`src/rtl/para_to_serial_shifter_pkg.sv`:
```
// Shared types and elaboration helpers for the parallel-to-serial shifter.
package p2s_pkg;

   typedef enum logic {P2S_IDLE, P2S_SHIFT} p2s_state_t;

   function automatic int p2s_beats(input int data_w, input int lanes);
      return data_w / lanes;
   endfunction

   // Legal geometry: at least one lane, and the word splits into whole beats.
   function automatic bit p2s_cfg_ok(input int data_w, input int lanes);
      return (lanes >= 1) && (data_w >= lanes) && ((data_w % lanes) == 0);
   endfunction

endpackage

```
`src/rtl/para_to_serial_shifter.sv`:
```
// Parallel-to-serial converter: one word in via valid/ready, LANES bits out per beat,
// with a one-word holding register so consecutive words stream without an idle beat.
//
// state     | meaning
// P2S_IDLE  | shifter empty, oVALID low
// P2S_SHIFT | shifter holds a word, oVALID high
module para_to_serial_shifter
   import p2s_pkg::*;
#(
   parameter int DATA_W    = 32,
   parameter int LANES     = 1,
   parameter bit MSB_FIRST = 1'b1
) (
   input  logic              iCLK,
   input  logic              iRST,
   input  logic              iSTART,
   input  logic [DATA_W-1:0] iDATA,
   output logic              oREADY,
   output logic [LANES-1:0]  oSERIAL,
   output logic              oVALID,
   input  logic              iREADY,
   output logic              oLAST,
   output logic              oFINISHED,
   output logic              oBUSY,
   input  logic              iABORT
);

   localparam int BEATS = p2s_beats(DATA_W, LANES);
   localparam int CNT_W = (BEATS > 1) ? $clog2(BEATS) : 1;
   localparam logic [CNT_W-1:0] LAST_CNT = CNT_W'(BEATS - 1);

   generate
      if (!p2s_cfg_ok(DATA_W, LANES)) begin : g_cfg_err
         $error("para_to_serial_shifter: DATA_W must be a non-zero multiple of LANES");
      end
   endgenerate

   p2s_state_t        r_state;
   p2s_state_t        w_state_nxt;
   logic [DATA_W-1:0] r_shift;
   logic [DATA_W-1:0] w_shifted;
   logic [CNT_W-1:0]  r_cnt;
   logic [DATA_W-1:0] r_hold;
   logic              r_hold_valid;
   logic              r_finished;

   logic w_beat_take;
   logic w_last_beat;
   logic w_last_take;
   logic w_shift_free;
   logic w_accept;
   logic w_load_direct;
   logic w_load_hold;
   logic w_take_hold;

   assign w_beat_take   = (r_state == P2S_SHIFT) && iREADY;
   assign w_last_beat   = (r_state == P2S_SHIFT) && (r_cnt == LAST_CNT);
   assign w_last_take   = w_beat_take && w_last_beat;
   assign w_shift_free  = (r_state == P2S_IDLE) || w_last_take;
   assign w_accept      = iSTART && !r_hold_valid;
   assign w_load_direct = w_accept && w_shift_free;
   assign w_load_hold   = w_accept && !w_shift_free;
   assign w_take_hold   = r_hold_valid && w_shift_free;

   // Zero-fill keeps oSERIAL at 0 once a word has fully drained.
   generate
      if (BEATS == 1) begin : g_shift_one
         assign w_shifted = '0;
      end else if (MSB_FIRST) begin : g_shift_msb
         assign w_shifted = {r_shift[DATA_W-LANES-1:0], {LANES{1'b0}}};
      end else begin : g_shift_lsb
         assign w_shifted = {{LANES{1'b0}}, r_shift[DATA_W-1:LANES]};
      end
   endgenerate

   always_comb begin
      w_state_nxt = r_state;
      if (w_take_hold || w_load_direct) begin
         w_state_nxt = P2S_SHIFT;
      end else if (w_last_take) begin
         w_state_nxt = P2S_IDLE;
      end
   end

   always_ff @(posedge iCLK) begin
      if (iRST || iABORT) begin
         r_state <= P2S_IDLE;
      end else begin
         r_state <= w_state_nxt;
      end
   end

   always_ff @(posedge iCLK) begin
      if (iRST || iABORT) begin
         r_hold       <= '0;
         r_hold_valid <= 1'b0;
      end else if (w_load_hold) begin
         r_hold       <= iDATA;
         r_hold_valid <= 1'b1;
      end else if (w_take_hold) begin
         r_hold_valid <= 1'b0;
      end
   end

   always_ff @(posedge iCLK) begin
      if (iRST || iABORT) begin
         r_shift <= '0;
         r_cnt   <= '0;
      end else if (w_take_hold) begin
         r_shift <= r_hold;
         r_cnt   <= '0;
      end else if (w_load_direct) begin
         r_shift <= iDATA;
         r_cnt   <= '0;
      end else if (w_last_take) begin
         r_shift <= '0;
         r_cnt   <= '0;
      end else if (w_beat_take) begin
         r_shift <= w_shifted;
         r_cnt   <= r_cnt + 1'b1;
      end
   end

   always_ff @(posedge iCLK) begin
      if (iRST || iABORT) begin
         r_finished <= 1'b0;
      end else begin
         r_finished <= w_last_take;
      end
   end

   generate
      if (MSB_FIRST) begin : g_out_msb
         assign oSERIAL = r_shift[DATA_W-1 -: LANES];
      end else begin : g_out_lsb
         assign oSERIAL = r_shift[LANES-1:0];
      end
   endgenerate

   assign oVALID    = (r_state == P2S_SHIFT);
   assign oLAST     = w_last_beat;
   assign oREADY    = !r_hold_valid;
   assign oBUSY     = (r_state == P2S_SHIFT) || r_hold_valid;
   assign oFINISHED = r_finished;

endmodule

```
`config.mk`:
```
export PLATFORM = sky130hd
export DESIGN_NAME = para_to_serial_shifter
export DESIGN_NICKNAME = d
export VERILOG_FILES = /design/src/rtl/para_to_serial_shifter_pkg.sv /design/src/rtl/para_to_serial_shifter.sv
export SDC_FILE = /design/constraint.sdc
export NUM_CORES = 1
export LEC_CHECK = 0
export ABC_CLOCK_PERIOD_IN_PS = 1800
export CORE_ASPECT_RATIO = 1.4
export CORE_UTILIZATION = 50
export DETAILED_ROUTE_END_ITERATION = 10
export PLACE_DENSITY_LB_ADDON = 0.12
export SYNTH_ARGS = -nofsm -noshare
export SYNTH_HDL_FRONTEND = slang
export SYNTH_SLANG_ARGS = --single-unit
```
`constraint.sdc`:
```
create_clock -name iCLK -period 1.8 [get_ports iCLK]
set_input_delay 0.36 -clock iCLK [delete_from_list [all_inputs] [get_ports iCLK]]
set_output_delay 0.36 -clock iCLK [all_outputs]
set_load 0.1 [all_outputs]
```
# ---- Yosys cells after proc, flatten, opt, wreduce, memory -nomap -nowiden
# Index checks and enable logic that the tools add are counted.
dict set report op_classes {
  magnitude_cmp 0
  bitwise_logic 1
  add_sub_neg 1
  mul 0
  reduce_logical 17
  eq_ne 1
  shifts 0
  muxes 8
  div 0
}
# cell n
set ops {}
lappend ops {{32-bit 2-to-1 mux} 4}
lappend ops {{1-bit logical AND} 7}
lappend ops {{5-bit by 1-bit adder with 5-bit output, second input constant} 1}
lappend ops {{5-bit equality test, second input constant} 1}
lappend ops {{1-bit logical OR} 4}
lappend ops {{1-bit 2-to-1 mux} 4}
lappend ops {{2-bit nonzero test} 2}
lappend ops {{4-bit nonzero test} 1}
lappend ops {{4-bit OR reduction} 1}
lappend ops {{1-bit logical NOT} 2}
lappend ops {{1-bit inverter} 1}
dict set report word_totals {
  wordCells 34
  output_inout_bits 6
  mem_bits_rw 0
  reg_bits 72
  romBits 0
  latch_bits 0
  mem_count 0
  in_bits 37
}

# ---- Logic depth before layout (Yosys ltp)
# Gate-level depths: netlist (run 1).
dict set report logic_depth {
  word_depth 7
  depth_mapped 9
  depth_no_buf 7
}

# ---- Worst setup path after synthesis (run 1)
# No wires, ideal clock.
dict set report synth_timing {
  path_kind {register -> output}
  from {reg r_state, in the netlist oVALID}
  to {out oLAST}
  n_path_buf 2
  path_stages_with_launch 4
  t_required_ns 1.440
  slack_ns -0.865
  arrival_time_ns 2.305
  cell_sequence {dfxtp_1 -> buf_4 -> clkbuf_1 -> and2_1}
}
dict set report synth_between {
  elab_chain_cells 1
}
# item line
set synth_lines {}
lappend synth_lines {{start, declared} para_to_serial_shifter.sv:38} ;# p2s_state_t r_state;
lappend synth_lines {{start signal, assigned} para_to_serial_shifter.sv:89} ;# r_state <= w_state_nxt;
lappend synth_lines {{1-bit logical AND} para_to_serial_shifter.sv:57} ;# assign w_last_beat = (r_state == P2S_SHIFT) && (r_cnt == LAST_CNT);
lappend synth_lines {{end, declared} para_to_serial_shifter.sv:22} ;# output logic oLAST,
# No other way between the ends.

# ---- Final worst setup path (run 1)
dict set report layout_timing {
  from {reg r_cnt[1]}
  to {reg r_shift[12]}
}
dict set report layout_between {
  elab_chain_cells 7
  word_cells_on_any_way 10
  cone_classes {eq/ne: 1; mux: 3; reduce/logical: 6}
}
# item line
set layout_lines {}
lappend layout_lines {{start, declared} para_to_serial_shifter.sv:42} ;# logic [CNT_W-1:0] r_cnt;
lappend layout_lines {{start signal, assigned} para_to_serial_shifter.sv:120} ;# r_cnt <= r_cnt + 1'b1;
lappend layout_lines {{5-bit equality test *} para_to_serial_shifter.sv:57}
lappend layout_lines {{1-bit logical AND *} para_to_serial_shifter.sv:57}
lappend layout_lines {{1-bit logical AND *} para_to_serial_shifter.sv:58} ;# assign w_last_take = w_beat_take && w_last_beat;
lappend layout_lines {{1-bit logical OR} para_to_serial_shifter.sv:59} ;# assign w_shift_free = (r_state == P2S_IDLE) || w_last_take;
lappend layout_lines {{1-bit logical AND} para_to_serial_shifter.sv:61} ;# assign w_load_direct = w_accept && w_shift_free;
lappend layout_lines {{32-bit 2-to-1 mux} para_to_serial_shifter.sv:112} ;# end else if (w_load_direct) begin
lappend layout_lines {{32-bit 2-to-1 mux} para_to_serial_shifter.sv:109} ;# end else if (w_take_hold) begin
lappend layout_lines {{end signal, assigned} para_to_serial_shifter.sv:110} ;# r_shift <= r_hold;
lappend layout_lines {{end signal, assigned} para_to_serial_shifter.sv:113} ;# r_shift <= iDATA;
lappend layout_lines {{end signal, assigned} para_to_serial_shifter.sv:119} ;# r_shift <= w_shifted;
lappend layout_lines {{end, declared} para_to_serial_shifter.sv:40} ;# logic [DATA_W-1:0] r_shift;
# Every way passes the cells marked *; elsewhere a longest branch is shown, timed or not.
# A chain may end at the register's enable or synchronous reset.

==> flow_metrics.py, run 1 <==
metrics = {
    "outcome": {
        "outcome": "finished with violations",
        "failed_checks": "setup timing",
    },
    "critical_path": {
        "path_buf_inv": 2,
        "required_ns": 2.02,
        "slowest_delay_ns": 0.36,
        "crit_path_cell_trace": "ha_4, and3_4, ha_4, buf_6, a21boi_4, buf_6, nor2_4, a222oi_1, a221oi_1",
        "timing.critical_path.slowest_stage_cell": "a222oi_1",
        "end_kind": "flop",
        "critPathKind": "reg -> reg",
        "critPathMaxFanout": 6,
        "cp_top_family": "compound AO/OA/AOI/OAI gates",
        "cp_data_arrival_time_ns": 2.26,
        "start_kind": "flop",
    },
    "cells_and_area": {
        "fillers": 462,
        "finalNetCount": 548,
        "drive_above_1_share": 0.3307,
        "area_delta_synth_final_pct": 47.28,
        "fin_area_sq_um": 5110,
        "diodes": 0,
    },
    "synth": {
        "syn-num-nets": 472,
        "synth_edf_count": 0,
        "netlist_area_sq_um": 3470,
        "avgSynthCellArea_sq_um": 8.013,
        "syn_inst": 433,
        "ys_seq_area_frac": 0.4154,
        "synthFlopType": "dfxtp_1",
        "synthArstFlopShare": 0,
        "synth_warnings": 0,
        "ys_types": 39,
        "ys_seq_elements": 72,
    },
    "global_route": {
        "grt-ovfl-total": 0,
        "grt_antenna_before_repair": 0,
        "grt_pass1_vias": 3607,
        "grt_pass1_wl_um": 17610,
        "track_usage": 0.3176,
        "grt_start_max_net_pins": 40,
    },
    "timing": {
        "slew_viol_final": 0,
        "max_freq_mhz": 489.5,
        "skew_ns": 0.01084,
        "rsz0062_at_grt": "true",
        "fin_crit_ns": 2.043,
        "whs_ns": 0.4571,
        "finalHoldViolCount": 0,
        "setup_slack_ns": -0.2429,
        "period_share": 1.135,
        "setup_viol": 65,
        "relSlewSlack": 0.7466,
        "tightestPinTransition_ns": 0.3796,
    },
    "drt": {
        "viasPerCell": 6.193,
        "initialDrtViolationCount": 313,
        "vias": 3753,
        "first_pass_iters": 7,
        "post-route-drc-count": 0,
        "wl_per_cell_um": 18.94,
        "routed_wl_um": 11480,
        "ant_nets": 0,
    },
    "pwr": {
        "power_density_nw_per_um2": 758.9,
        "p_leak_nw": 1.761,
        "ir_drop_uv": 641.8,
    },
    "cts": {
        "cts.sinks": 72,
        "clockRootBuffer": "clkbuf_8",
        "cts_tree": "done",
        "cts_made_buffers": 9,
        "htreeDepth": 3,
        "clock_tree.buffer_depth": 2,
        "clk_pin_slew_ns": 0.08,
        "clock_latency_ns": 0.36,
    },
    "floorplan": {
        "die_area_sq_um": 7281,
        "die_x_um": 72.40,
        "core_sq_um": 6656,
        "die_h_um": 100.6,
        "row_count": 35,
        "initial_core_util": 0.5212,
        "io_pins": 43,
    },
    "placement": {
        "place_area_sq_um": 4290,
        "port_buffers": 42,
        "place_hpwl_um": 6547,
        "place_ws_ns": -0.3330,
        "gp_congestion": 0.8475,
    },
    "hold_path": {
        "hold_path.class": "reg -> reg",
    },
    "run": {
        "cap_violations": 0,
    },
}
-- final cells by class --
| type | count | area (sq um) | share of cell area |
|---|---|---|---|
| Tap cell | 92 | 115.1 | 0.02253 |
| Timing Repair Buffer | 102 | 1112 | 0.2177 |
| Inverter | 14 | 56.30 | 0.01102 |
| Clock buffer | 10 | 148.9 | 0.02914 |
| Sequential cell | 72 | 1448 | 0.2833 |
| Multi-Input combinational cell | 310 | 2141 | 0.4190 |
| Clock inverter | 6 | 88.84 | 0.01738 |
-- path summary, 6_finish.rpt --
check,startpoint,to,slack (ns),depth (start not counted)
max reg2reg,r_cnt[1],r_shift[12],-0.24,9
min reg2reg,r_hold[21],r_hold[21],0.46,2
max,r_cnt[1],r_shift[12],-0.24,9
min,r_hold[21],r_hold[21],0.46,2
-- tightest hold or removal path, stage by stage (launching register included) --
cell     delay (ns)
dfxtp_1        0.31
nand2_1        0.05
a21oi_1        0.05
-- through the flow --
stage          std cells  utilization  power (mW)  setup TNS [ns]
2_1_floorplan        433            -       2.000        -0.04098
3_3_place_gp         574       0.6445       2.230          -9.007
3_5_place_dp         574       0.6445       2.241          -10.98
4_1_cts              603       0.7350       3.807          -6.935
5_1_grt              606       0.7677       3.993          -14.06
6_report             606       0.7677       3.878          -10.49
-- cells by family (layout without fill, tap and decap cells) --
kind of cell,Yosys count,in the layout,share of synthesized area
AO/OA/AOI/OAI,176,176,0.3282
adder cells (fa/ha/maj),2,2,0.007211
buffers and inverters,52,132,0.07176
flip-flops,72,72,0.4154
AND/OR/NAND/NOR,131,132,0.1774
-- synthesized netlist by cell type (2+ instances only) --
cell	number	area, sq um
a21oi_1	50	250.2
a21oi_2	2	17.52
a221oi_1	5	43.79
a221oi_2	5	75.07
a222oi_1	10	100.1
a31oi_1	16	100.1
and2_0	5	31.28
and2_1	12	75.07
buf_2	12	60.06
buf_4	6	45.04
buf_6	2	22.52
clkbuf_1	17	63.81
dfxtp_1	72	1441
ha_1	2	25.02
inv_1	13	48.80
nand2_1	84	315.3
nor2_1	8	30.03
nor2_2	3	18.77
nor3_1	4	20.02
nor3b_1	2	15.01
o21a_1	15	112.6
o21ai_0	47	235.2
o21ai_1	9	45.04
o32ai_1	16	140.1
or2_1	2	12.51
-- repair_timing --
action,CTS,global route
endpoints found under the setup margin,53,65
gates cloned,3,1
hold buffers,0,0
endpoints found under the hold margin,0,0
pin swaps,20,34
resized for setup,54,49
setup buffers,10,4
-- cell usage in the layout, fill, tap and decap left out, types with 8 or more instances in the layout --
master	synthesis	routed
a222oi_1	10	10
o21ai_1	9	8
clkbuf_8	0	9
buf_12	0	15
o21a_1	15	15
a21oi_1	50	35
nand2_1	84	70
o21ai_0	47	47
inv_1	13	12
and2_4	0	13
a31oi_1	16	16
o32ai_2	0	13
buf_4	6	40
clkdlybuf4s50_1	0	36
a21oi_2	2	17
dfxtp_1	72	69
-- metal layers --
layer | part of all wire | up-vias | GRT usage | routed length (um)
li1 | - | 1708 | - | -
met1 | 0.40 | 1842 | 0.3716 | 4593
met2 | 0.52 | 175 | 0.5557 | 5922
met3 | 0.058 | 28 | 0.05000 | 665
met4 | 0.026 | 0 | 0.1569 | 299
met5 | 0 | - | 0 | 0
-- sequential cells by signal, summed over array words and instances, names as in the netlist --
register / cells
r_hold: 32
r_shift: 32
r_cnt: 5
oFINISHED: 1
oVALID: 1
r_hold_valid: 1
-- power by group --
part           switching, mW  leakage (nW)  internal, mW  total, mW
registers             0.0439         0.586          1.64       1.68
logic                  0.339          1.06         0.329      0.668
clock network          0.661         0.114         0.867       1.53
total                   1.04          1.76          2.83       3.88
Note: power is estimated with default switching activity, not from simulation.
==> run 2, diff against run 1 <==
Settings changed: SLEW_MARGIN from default to 20.
==> results of run 2 <==
Same layout as run 1: the final DEF is identical, and so are final timing and power.
